$ cat config.mk
export PLATFORM = sky130hd
export DESIGN_NAME = bus_load_sequencer
export DESIGN_NICKNAME = d
export VERILOG_FILES = /design/src/rtl/bus_pkg.sv /design/src/rtl/load_cmd_fifo.sv /design/src/rtl/bus_load_sequencer.sv
export SDC_FILE = /design/constraint.sdc
export NUM_CORES = 1
export LEC_CHECK = 0
export BUFFER_PORTS_ARGS = -buffer_cell sky130_fd_sc_hd__buf_4
export CAP_MARGIN = 25
export CELL_PAD_IN_SITES_DETAIL_PLACEMENT = 1
export CELL_PAD_IN_SITES_GLOBAL_PLACEMENT = 2
export CORE_ASPECT_RATIO = 0.9
export CORE_MARGIN = 5
export CORE_UTILIZATION = 39
export CTS_BUF_LIST = sky130_fd_sc_hd__clkbuf_16
export DETAILED_ROUTE_END_ITERATION = 10
export PLACE_DENSITY = 0.84
export SLEW_MARGIN = 20
export SYNTH_ARGS = -nofsm -noshare
export SYNTH_HDL_FRONTEND = slang
export SYNTH_HIERARCHICAL = 1
export SYNTH_SLANG_ARGS = --single-unit
$ cat constraint.sdc
create_clock -name clk -period 2.9 [get_ports clk]
set_input_delay 0.58 -clock clk [delete_from_list [all_inputs] [get_ports clk]]
set_output_delay 0.58 -clock clk [all_outputs]
set_load 0.005 [all_outputs]
$ cat src/rtl/bus_pkg.sv
// Shared definitions for the bus load sequencer: register select codes,
// load-enable bit positions, queued command layout and FSM states.
package bus_pkg;

    localparam int LD_W = 12;

    localparam logic [3:0] SEL_STR_PTR = 4'h1;
    localparam logic [3:0] SEL_MAR     = 4'h4;
    localparam logic [3:0] SEL_MDR     = 4'h5;
    localparam logic [3:0] SEL_PR1     = 4'h6;
    localparam logic [3:0] SEL_PR2     = 4'h7;
    localparam logic [3:0] SEL_PR3     = 4'h8;
    localparam logic [3:0] SEL_COL     = 4'h9;
    localparam logic [3:0] SEL_ROW     = 4'hA;
    localparam logic [3:0] SEL_R1      = 4'hB;
    localparam logic [3:0] SEL_R2      = 4'hC;

    localparam int LD_STR_PTR = 0;
    localparam int LD_MAR     = 3;
    localparam int LD_MDR     = 4;
    localparam int LD_PR1     = 5;
    localparam int LD_PR2     = 6;
    localparam int LD_PR3     = 7;
    localparam int LD_COL     = 8;
    localparam int LD_ROW     = 9;
    localparam int LD_R1      = 10;
    localparam int LD_R2      = 11;

    typedef enum logic [1:0] {
        IDLE,
        LOAD,
        GAP
    } seq_state_t;

    typedef struct packed {
        logic [3:0] sel;
        logic [1:0] hold;
    } load_cmd_t;

    // Unassigned select codes decode to all-zero, which doubles as the legality test.
    function automatic logic [LD_W-1:0] sel_decode(input logic [3:0] sel);
        logic [LD_W-1:0] en;
        en = '0;
        case (sel)
            SEL_STR_PTR: en[LD_STR_PTR] = 1'b1;
            SEL_MAR:     en[LD_MAR]     = 1'b1;
            SEL_MDR:     en[LD_MDR]     = 1'b1;
            SEL_PR1:     en[LD_PR1]     = 1'b1;
            SEL_PR2:     en[LD_PR2]     = 1'b1;
            SEL_PR3:     en[LD_PR3]     = 1'b1;
            SEL_COL:     en[LD_COL]     = 1'b1;
            SEL_ROW:     en[LD_ROW]     = 1'b1;
            SEL_R1:      en[LD_R1]      = 1'b1;
            SEL_R2:      en[LD_R2]      = 1'b1;
            default:     en             = '0;
        endcase
        return en;
    endfunction

    function automatic logic sel_is_legal(input logic [3:0] sel);
        return sel_decode(sel) != '0;
    endfunction

endpackage

$ cat src/rtl/load_cmd_fifo.sv
// Pending load-command queue: power-of-two depth, wrapping pointers,
// registered occupancy count and full/empty flags derived from it.
module load_cmd_fifo
    import bus_pkg::*;
#(
    parameter int DEPTH = 4
) (
    input  logic                     clk,
    input  logic                     rst,
    input  logic                     push,
    input  load_cmd_t                push_cmd,
    input  logic                     pop,
    output load_cmd_t                head_cmd,
    output logic                     full,
    output logic                     empty,
    output logic [$clog2(DEPTH):0]   count
);

    localparam int PW = $clog2(DEPTH);
    localparam int CW = PW + 1;

    load_cmd_t       mem [DEPTH];
    logic [PW-1:0]   wr_ptr;
    logic [PW-1:0]   rd_ptr;
    logic            do_push;
    logic            do_pop;

    assign full     = (count == CW'(DEPTH));
    assign empty    = (count == '0);
    assign do_push  = push && !full;
    assign do_pop   = pop && !empty;
    assign head_cmd = mem[rd_ptr];

    always_ff @(posedge clk) begin
        if (do_push) begin
            mem[wr_ptr] <= push_cmd;
        end
    end

    // Pointers wrap naturally because DEPTH is a power of two.
    always_ff @(posedge clk) begin
        if (rst) begin
            wr_ptr <= '0;
            rd_ptr <= '0;
            count  <= '0;
        end else begin
            if (do_push) begin
                wr_ptr <= wr_ptr + 1'b1;
            end
            if (do_pop) begin
                rd_ptr <= rd_ptr + 1'b1;
            end
            case ({do_push, do_pop})
                2'b10:   count <= count + 1'b1;
                2'b01:   count <= count - 1'b1;
                default: count <= count;
            endcase
        end
    end

endmodule

$ cat src/rtl/bus_load_sequencer.sv
// Queued register-load sequencer: IDLE/LOAD/GAP FSM driving one-hot ld_en.
// Optional macro BUS_LOAD_SEL_ERR_EN drops illegal select codes and pulses sel_err.
module bus_load_sequencer
    import bus_pkg::*;
#(
    parameter int QDEPTH = 4
) (
    input  logic             clk,
    input  logic             rst,
    input  logic             cmd_valid,
    output logic             cmd_ready,
    input  logic [3:0]       cmd_sel,
    input  logic [1:0]       cmd_hold,
    output logic [LD_W-1:0]  ld_en,
    output logic             busy,
    output logic             done,
    output logic             sel_err
);

    seq_state_t              state;
    seq_state_t              next_state;
    logic [3:0]              sel_q;
    logic [1:0]              hold_q;
    logic [1:0]              hold_cnt;

    load_cmd_t               push_cmd;
    load_cmd_t               head_cmd;
    logic                    q_push;
    logic                    q_pop;
    logic                    q_full;
    logic                    q_empty;
    logic [$clog2(QDEPTH):0] q_count;

    logic                    load_cmd;
    logic                    drop_head;
    logic [LD_W-1:0]         ld_en_next;
    logic                    done_next;

    assign push_cmd  = '{sel: cmd_sel, hold: cmd_hold};
    assign q_push    = cmd_valid && cmd_ready;
    assign cmd_ready = !q_full;
    assign busy      = (state != IDLE) || (q_count != '0);

    load_cmd_fifo #(
        .DEPTH (QDEPTH)
    ) u_fifo (
        .clk      (clk),
        .rst      (rst),
        .push     (q_push),
        .push_cmd (push_cmd),
        .pop      (q_pop),
        .head_cmd (head_cmd),
        .full     (q_full),
        .empty    (q_empty),
        .count    (q_count)
    );

`ifdef BUS_LOAD_SEL_ERR_EN
    assign drop_head = !sel_is_legal(head_cmd.sel);
`else
    assign drop_head = 1'b0;
`endif

    always_ff @(posedge clk) begin
        if (rst) begin
            state <= IDLE;
        end else begin
            state <= next_state;
        end
    end

    // IDLE and GAP both pop the head; a dropped entry costs one cycle back in IDLE.
    always_comb begin
        next_state = state;
        q_pop      = 1'b0;
        load_cmd   = 1'b0;
        case (state)
            IDLE: begin
                if (!q_empty) begin
                    q_pop = 1'b1;
                    if (!drop_head) begin
                        load_cmd   = 1'b1;
                        next_state = LOAD;
                    end
                end
            end
            LOAD: begin
                if (hold_cnt == hold_q) begin
                    next_state = GAP;
                end
            end
            GAP: begin
                next_state = IDLE;
                if (!q_empty) begin
                    q_pop = 1'b1;
                    if (!drop_head) begin
                        load_cmd   = 1'b1;
                        next_state = LOAD;
                    end
                end
            end
            default: next_state = IDLE;
        endcase
    end

    always_comb begin
        ld_en_next = '0;
        done_next  = 1'b0;
        if (state == LOAD) begin
            ld_en_next = sel_decode(sel_q);
        end
        if (state == GAP) begin
            done_next = 1'b1;
        end
    end

    always_ff @(posedge clk) begin
        if (rst) begin
            sel_q    <= '0;
            hold_q   <= '0;
            hold_cnt <= '0;
        end else if (load_cmd) begin
            sel_q    <= head_cmd.sel;
            hold_q   <= head_cmd.hold;
            hold_cnt <= '0;
        end else if (state == LOAD) begin
            hold_cnt <= hold_cnt + 1'b1;
        end
    end

    // Outputs lag the state by one register so ld_en and done are glitch-free.
    always_ff @(posedge clk) begin
        if (rst) begin
            ld_en <= '0;
            done  <= 1'b0;
        end else begin
            ld_en <= ld_en_next;
            done  <= done_next;
        end
    end

`ifdef BUS_LOAD_SEL_ERR_EN
    always_ff @(posedge clk) begin
        if (rst) begin
            sel_err <= 1'b0;
        end else begin
            sel_err <= q_pop && drop_head;
        end
    end
`else
    assign sel_err = 1'b0;
`endif

endmodule

==> results of run 1 <==
final cells by class:
type,count,area [um^2],area share [%]
timing repair buffer,22,165,6.66
clock buffer,5,125,5.05
inverter,10,37.5,1.51
sequential,54,1320,53.3
multi-input combinational,99,723,29.2
tap,67,83.8,3.38
clock inverter,3,23.8,0.959
routing by layer:
layer / wire [um] / part of all wire [%]
met2: 1940 / 50
met4: 72 / 1.9
met3: 194 / 5.0
met1: 1680 / 43
met5: 0 / 0
kinds of logic (layout without fill, tap and decap cells):
group / Yosys count / count (layout) / synth area share [%]
and+or+nand+nor: 53 / 53 / 14.2
DFF: 54 / 54 / 62.4
buffers and inverters: 18 / 40 / 3.78
xor gates and xnor gates: 5 / 5 / 2.07
muxes: 8 / 8 / 7.33
AOI/OAI and AO/OA: 24 / 24 / 6.15
adders and majority gates: 6 / 6 / 3.90
other: 1 / 3 / 0.177
cell usage in the layout (no fill, tap or decap):
master	count
nor2_1	15
nand3b_1	1
or3_1	3
nor4_1	2
fa_1	1
xor2_1	5
dfxtp_1	30
or3b_2	1
a21oi_1	11
a211oi_1	1
nand2_1	10
inv_1	10
clkinvlp_4	2
nor3b_2	1
o21ai_0	9
nand3_1	1
mux4_2	6
nand2b_1	5
buf_4	22
o31ai_1	1
nor3_1	3
edfxtp_1	24
ha_1	5
nor2b_1	1
o32ai_1	1
clkbuf_16	5
inv_6	1
mux2i_1	2
conb_1	3
or3b_4	3
nor3_2	3
a31oi_1	1
and2_1	4
power groups by stage:
stage	registers [W]	clock network [W]	logic, W
floorplan	0.00103	0	0.000451
global placement	0.00107	0	0.000546
detailed placement	0.00108	0	0.000577
CTS	0.00107	0.000616	0.000586
global route	0.00108	0.000649	0.000640
finish	0.00106	0.000599	0.000577
registers in the layout, indices dropped and copies added, names as in the netlist, named ones only:
register       count
done               1
hold_cnt           2
u_fifo/wr_ptr      2
sel_q              4
ld_en             10
u_fifo/rd_ptr      2
state              2
u_fifo/mem        24
u_fifo/count       3
hold_q             2
path summary, 6_finish.rpt:
check             depth (start not counted)       startpoint  slack (ps)               end
setup / recovery                         10  u_fifo/count[0]         280   u_fifo/count[2]
setup reg to reg                         10  u_fifo/count[0]         280   u_fifo/count[2]
hold reg to reg                           1         sel_q[3]         490          ld_en[0]
hold / removal                            1      cmd_hold[1]         480  u_fifo/mem[1][1]
metrics by stage:
step / total power [W] / cells
finish: 0.00224 / 260
global route: 0.00237 / 260
CTS: 0.00227 / 260
floorplan: 0.00148 / 171
detailed placement: 0.00166 / 252
global placement: 0.00162 / 252
critical path, stage by stage (launching register included):
cell and delay, ps:
dfxtp_1 460, nor3_2 160, nor2_1 390, o31ai_1 190, inv_1 110, ha_1 190
inv_1 70, fa_1 380, xor2_1 160, or3_1 300, a21oi_1 140
Yosys cell counts (4+ instances only):
cell and n:
a21oi_1 11, and2_1 4, dfxtp_1 30, edfxtp_1 24
ha_1 5, inv_1 10, mux4_2 6, nand2_1 10
nand2b_1 5, nor2_1 15, o21ai_0 9, xor2_1 5
==> metrics.txt, run 1 <==
outcome completed; Leak Pwr ~0.91 nW; clock skew 3.61 ps; clock sinks 54; Req. time, crit path roughly 3100 ps; residual DRC count 0; worst setup path category flip-flop to flip-flop; Die W roughly 88 um; combinational group share of total power 25.8%; IO Pins 25; switching pwr 0.000725 W; fillers 577; GPL Wtd Cong roughly 0.70; CP arrival 2850 ps; synthesis-stage register bit count 54; register area share after synthesis approximately 62%; hold slack approximately 480 ps; Synth Instances around 170; power per standard cell area 902 nW/um^2; WL/cell about 15 um; post-route ant nets 0; Initial DRT Pass Iterations 4; antenna violations before repair 0; GRT met1 Usage around an eighth; Mean Syn Cell Area between 10 and 15 um^2; fraction of layout cells with a size suffix above 1 between 20% and 30%; global route hottest layer met2; n_diodes 0; Post-CTS Resized 0; PnR worst setup slack ~280 ps; Warnings, synthesis 6; die height around 80 um; Reg power frac a little under half; synthesized cell area 2120 um^2; H-Tree Depth 2; Slew Limit Fails 0; Internal between 0.0015 and 0.002 W; Post-synth EDFFs 24; post-CTS setup buffers 0; first-pass GRT wire length 6.28 mm; Post-DP HPWL between 2 and 3 mm; Clk pin slew, worst setup/hold paths roughly 70 ps; Synth cell types 33; Final Util 47.2%; largest cells by area after synthesis edfxtp_1, dfxtp_1, mux4_2; main flop type after synthesis dfxtp_1; Port Buf Inserts 21; Worst Tran Pin Value between 600 and 700 ps; root buf cell clkbuf_16; post-synth top area share 34.0%; share of synthesized registers carrying an async set or reset 0%; Core ar. roughly 5300 um^2; overall die area between 7000 and 8000 um^2; Tot GR Track Use 11.9%; startpoint types flip-flop; grt ovf 0; Fin. Hold Viols 0; Final period util about 90%; Setup WS pre-CTS 311 ps; latest clock arrival within the worst-skew pair a little under 300 ps; Sw Share 32.4%; area leader, netlist edfxtp_1; vias in the first global route around 1,400; Rows 25; CTS Buffer Depth 2; setup TNS 0 ps; GR Util met2 20.9%; nets 207; max cap viols 0; P&R area growth vs syn 17.1%; drt total wl 3.88 mm; Vias/cell 4.97; Clock power frac 26.8%; setup violators final 0; CTS Hold Bufs 0; max_slew headroom about 58%; CTS Buf Count 5; maximum fanout along the worst path 12; fin crit period between 2000 and 3000 ps; Initial Util about 40%; RSZ-0062 raised after global routing no; largest net degree at the start of global routing 21; Starting DRT DRC Count 48; met3 usage approximately 3.5%; crit end category flip-flop; maximum VDD drop 345 uV; Area after DPL about 2300 um^2; via count roughly 1,300; CTS tree built; design area between 2000 and 2500 um^2; Max Clock Freq around 0.38 GHz; hold crit path type input pin to flip-flop
No activity file was read; power rests on OpenSTA's default activity.
==> run 2: changes to the inputs <==
==> constraint.sdc (replaced) <==
create_clock -name clk -period 2.9 [get_ports clk]
set_input_delay 0.29 -clock clk [delete_from_list [all_inputs] [get_ports clk]]
set_output_delay 0.29 -clock clk [all_outputs]
set_load 0.005 [all_outputs]
==> metrics.txt, run 2 (synthesized netlist as in run 1, its figures left out) <==
Starting DRT DRC Count 36; Max Clock Freq 0.381 GHz; worst setup path category flip-flop to flip-flop; Clk pin slew, worst setup/hold paths approximately 70 ps; Final Util a little under half; max FFs per register 24; crit end category flip-flop; residual DRC count 0; grt ovf 0; Initial Util approximately two fifths; Post-CTS Resized 0; largest net degree at the start of global routing 21; root buf cell clkbuf_16; fraction of layout cells with a size suffix above 1 between 20% and 30%; latest clock arrival within the worst-skew pair 290 ps; CTS tree built; fin crit period ~2600 ps; first-pass GRT wire length 6.41 mm; n_diodes 0; post-route ant nets 0; post-CTS setup buffers 0; Worst Tran Pin Value 614 ps; GPL Wtd Cong roughly 0.69; Slew Limit Fails 0; CTS Buffer Depth 2; P&R area growth vs syn 17.0%; via count 1,286; Final period util approximately nine tenths; clock skew roughly 6 ps; drt total wl just under 4 mm; Req. time, crit path around 3100 ps; startpoint types flip-flop; CTS Hold Bufs 0; Core ar. approximately 5300 um^2; overall die area 7000 um^2; outcome completed; RSZ-0062 raised after global routing no; Reg with most FFs u_fifo/mem; WL/cell around 15 um; Post-DP HPWL approximately 2.9 mm; Fin. Hold Viols 0; clock sinks 54; Setup WS pre-CTS about 290 ps; die height 79.9 um; max cap viols 0; Tot GR Track Use between 10 and 15%; Vias/cell just under 5; CTS Buf Count 5; maximum fanout along the worst path 12; IO Pins 25; nets about 210; Rows 25; Die W ~88 um; power per standard cell area approximately 900 nW/um^2; Leak Pwr 0.916 nW; setup TNS 0 ps; commonest non-fill, non-tap cells in the layout dfxtp_1, edfxtp_1, buf_4; hold crit path type input pin to flip-flop; max_slew headroom roughly three fifths; CP arrival about 2900 ps; Worst R2R Setup Slack 270 ps; vias in the first global route roughly 1,400; most common cell after layout, fill and taps aside dfxtp_1; top flop regs u_fifo/mem: 24 flops, ld_en: 10 flops, sel_q: 4 flops; Port Buf Inserts 21; Initial DRT Pass Iterations 4; maximum VDD drop 429 uV; PnR worst setup slack around 270 ps; antenna violations before repair 0; setup violators final 0; H-Tree Depth 2
run 2: changes by cell type in the layout (fill, tap and decap cells not counted), sizes merged:
cell,delta
clkinvlp,-1
clkinv,+1
run 2: worst paths after layout:
path / from / end / depth (start not counted)
hold reg to reg: hold_q[0] / hold_q[0] / 2
hold / removal: cmd_hold[0] / u_fifo/mem[3][0] / 1
setup / recovery: u_fifo/count[0] / u_fifo/count[2] / 10
setup reg to reg: u_fifo/count[0] / u_fifo/count[2] / 10
run 2: routing by layer:
| metal | routed length (um) | GRT usage (%) | up-vias |
|---|---|---|---|
| met4 | 64 | 4.60 | 0 |
| met2 | 2000 | 21.6 | 27 |
| met5 | 0 | 0 | - |
| met3 | 210 | 3.30 | 7 |
| met1 | 1700 | 13.6 | 615 |
| li1 | - | - | 637 |
run 2: critical path: stages, from the launching register on:
cell and delay [ps]:
dfxtp_1 470, nor3_2 160, nor2_1 400, o31ai_1 200, inv_1 90, ha_1 170, inv_1 60, fa_1 370
xor2_1 170, or3_1 320, a21oi_1 150
run 2: final cells by class:
class | count | area (um^2)
Clock buffer | 5 | 125
Clock inverter | 3 | 20.0
Fill cell | 579 | 2780
Inverter | 10 | 37.5
Multi-Input combinational cell | 99 | 723
Sequential cell | 54 | 1320
Tap cell | 67 | 83.8
Timing Repair Buffer | 22 | 165
run 2: report_power, final:
part,leakage (nW),total (W),switching (W),internal (W)
sequential,0.464,0.00106,0.000134,0.000929
clock,0.0679,0.000577,0.000257,0.000320
combinational,0.384,0.000581,0.000320,0.000261
run 2: per-stage QoR:
| step | cells | hold WS [ps] | cell area [um^2] | total power [W] |
|---|---|---|---|---|
| floorplan | 171 | 389 | 2120 | 0.00148 |
| global placement | 252 | 470 | 2330 | 0.00162 |
| detailed placement | 252 | 486 | 2330 | 0.00166 |
| CTS | 260 | 189 | 2480 | 0.00225 |
| global route | 260 | 184 | 2480 | 0.00236 |
| finish | 260 | 194 | 2480 | 0.00222 |
==> run 3: changes to the inputs <==
CORE_UTILIZATION = 41   (was 39)
MAX_ROUTING_LAYER = met4   (was not set)
PLACE_DENSITY = 0.88   (was 0.84)
SYNTH_HIERARCHICAL = not set   (was 1)
clock period = 3.2 ns   (was 2.9 ns; I/O delays follow)
==> metrics.txt, run 3 <==
Starting DRT DRC Count 100; Worst R2R End u_fifo.count[2]; max cap viols 0; via count between 1,000 and 1,500; Synth Instances between 150 and 200; residual DRC count 0; commonest non-fill, non-tap cells in the layout dfxtp_1, edfxtp_1, buf_4; drt total wl 3.93 mm; n_diodes 0; overall die area roughly 6500 um^2; CP dominant cell by count inv_1; CP arrival ~2700 ps; Port Buf Inserts 21; latest clock arrival within the worst-skew pair 280 ps; Rows 24; PnR worst setup slack between 700 and 800 ps; Worst Hold Launch cmd_hold[0]; outcome completed; setup violators final 0; hold crit path type input pin to flip-flop; Final period util roughly 77%; maximum VDD drop around 400 uV; Worst Tran Pin Value just under 800 ps; top flop regs u_fifo.mem: 24 flops, ld_en: 10 flops, sel_q: 4 flops; most common cell after layout, fill and taps aside dfxtp_1; Tot GR Track Use approximately an eighth; WL/cell roughly 16 um; startpoint types flip-flop; CTS Buf Count 5; Initial Util a little over two fifths; register area share after synthesis between 60% and 70%; nets 197; Buf+Inv Stages, Crit Path 2; CTS Buffer Depth 2; Req. time, crit path 3420 ps; H-Tree Depth 2; CP max stage cell dfxtp_1; Warnings, synthesis 0; Post-CTS Resized 0; antenna violations before repair 0; CTS Hold Bufs 0; P&R area growth vs syn 15.6%; RR Startpoint u_fifo.count[0]; max_slew headroom a little under half; synthesized cell area 2050 um^2; die height slightly below 80 um; main flop type after synthesis dfxtp_1; setup TNS 0 ps; largest cells by area after synthesis edfxtp_1, dfxtp_1, mux4_2; Vias/cell 5.10; hold slack between 200 and 250 ps; synthesis-stage register bit count 52; largest net degree at the start of global routing 21; worst setup path category flip-flop to flip-flop; worst path cell trace or3_1 -> nand2_1 -> inv_1 -> ha_1 -> inv_1 -> fa_1 -> xor2_1 -> or3_2 -> a21oi_1; Synth cell types 32; Setup WS pre-CTS around 740 ps; area leader, netlist edfxtp_1; Critical Path Stages 9; RSZ-0062 raised after global routing no; maximum fanout along the worst path 9; critical path launch point u_fifo.count[0]; largest stage delay on the critical path 410 ps; Final Util 49.0%; Initial DRT Pass Iterations 4; fin crit period 2460 ps; Slew Limit Fails 0; Reg with most FFs u_fifo.mem; share of synthesized registers carrying an async set or reset 0%; Max Clock Freq approximately 0.41 GHz; first-pass GRT wire length 6.62 mm; clock sinks 52; max FFs per register 24; post-route ant nets 0; Reg2Reg Depth 9; vias in the first global route between 1,000 and 1,500; Die W approximately 85 um; power per standard cell area ~830 nW/um^2; fraction of layout cells with a size suffix above 1 between 10% and 20%; Fin. Hold Viols 0; most frequent cells after synthesis dfxtp_1, edfxtp_1, a21oi_1, nor2_1, o21ai_0; Post-synth EDFFs 24; GPL Wtd Cong ~0.74; grt ovf 0; crit end category flip-flop; count leader, synth dfxtp_1; Core ar. 4830 um^2; CTS tree built; post-CTS setup buffers 0; Clk pin slew, worst setup/hold paths approximately 60 ps; Worst R2R Setup Slack ~740 ps; Post-DP HPWL between 2 and 3 mm; Top delay family on crit path simple AND/OR/NAND/NOR gates; root buf cell clkbuf_16; Leak Pwr a little under 0.9 nW; clock skew between 4 and 5 ps; IO Pins 25; post-synth top area share 35.1%; crit path to u_fifo.count[2]; Mean Syn Cell Area 12.6 um^2
[run 3: cell count changes in the layout (fill, tap and decap cells not counted), moves of 3 or more]
cell / previous run / this run
nand2_1: 10 / 4
and3_1: 0 / 4
nor2_1: 15 / 10
nor3_2: 3 / 0
and2_1: 4 / 0
nor3_1: 3 / 6
or3b_4: 3 / 0
nand3_1: 1 / 8
[run 3: cells by family (layout without fill, tap and decap cells)]
logic type | after synthesis | after routing | synth area share [%]
xor gates and xnor gates | 6 | 6 | 2.56
buffers and inverters | 19 | 37 | 4.58
other | 1 | 3 | 0.183
adders and majority gates | 6 | 6 | 4.03
DFF | 52 | 52 | 62.5
AOI/OAI and AO/OA | 25 | 25 | 7.02
muxes | 6 | 6 | 6.59
and+or+nand+nor | 48 | 48 | 12.6
[run 3: layout make-up]
class	instances	area, um^2
repair buffers	21	158
flip-flops and latches	52	1280
clock buffers	5	125
clock inverters	3	11.3
well taps	65	81.3
inverters	8	30.0
multi-input cells	94	683
fillers	520	2460
[run 3: how the worst min path moves through the flow]
stage / slack, ps / cells after the start / end
after floorplan: 420 / 0 / u_fifo.mem[0][0]
after global placement: 470 / 2 / ld_en[11]
after detailed placement: 490 / 1 / ld_en[0]
after CTS: 230 / 1 / u_fifo.mem[0][0]
after global routing: 230 / 1 / u_fifo.mem[2][3]
final: 240 / 1 / u_fifo.mem[0][0]
[run 3: metrics by stage]
step	area [um^2]	power (W)	instances
2_1_floorplan	2060	0.00134	165
3_3_place_gp	2230	0.00145	240
3_5_place_dp	2230	0.00150	240
4_1_cts	2370	0.00199	248
5_1_grt	2370	0.00211	248
6_report	2370	0.00197	248
[run 3: per-layer routing]
metal / up-vias / wire, um / track usage, %
met1: 626 / 1760 / 16.1
met4: 0 / 51 / 4.27
met5: - / 0 / -
met2: 22 / 1960 / 21.5
li1: 612 / - / -
met3: 5 / 160 / 3.22
[run 3: report_power, final]
group | total, W | switching [W] | leakage (nW) | internal (W)
Combinational | 0.000549 | 0.000302 | 0.362 | 0.000247
Sequential | 0.000930 | 0.000128 | 0.448 | 0.000802
Clock | 0.000491 | 0.000210 | 0.0728 | 0.000282
Total | 0.00197 | 0.000639 | 0.883 | 0.00133
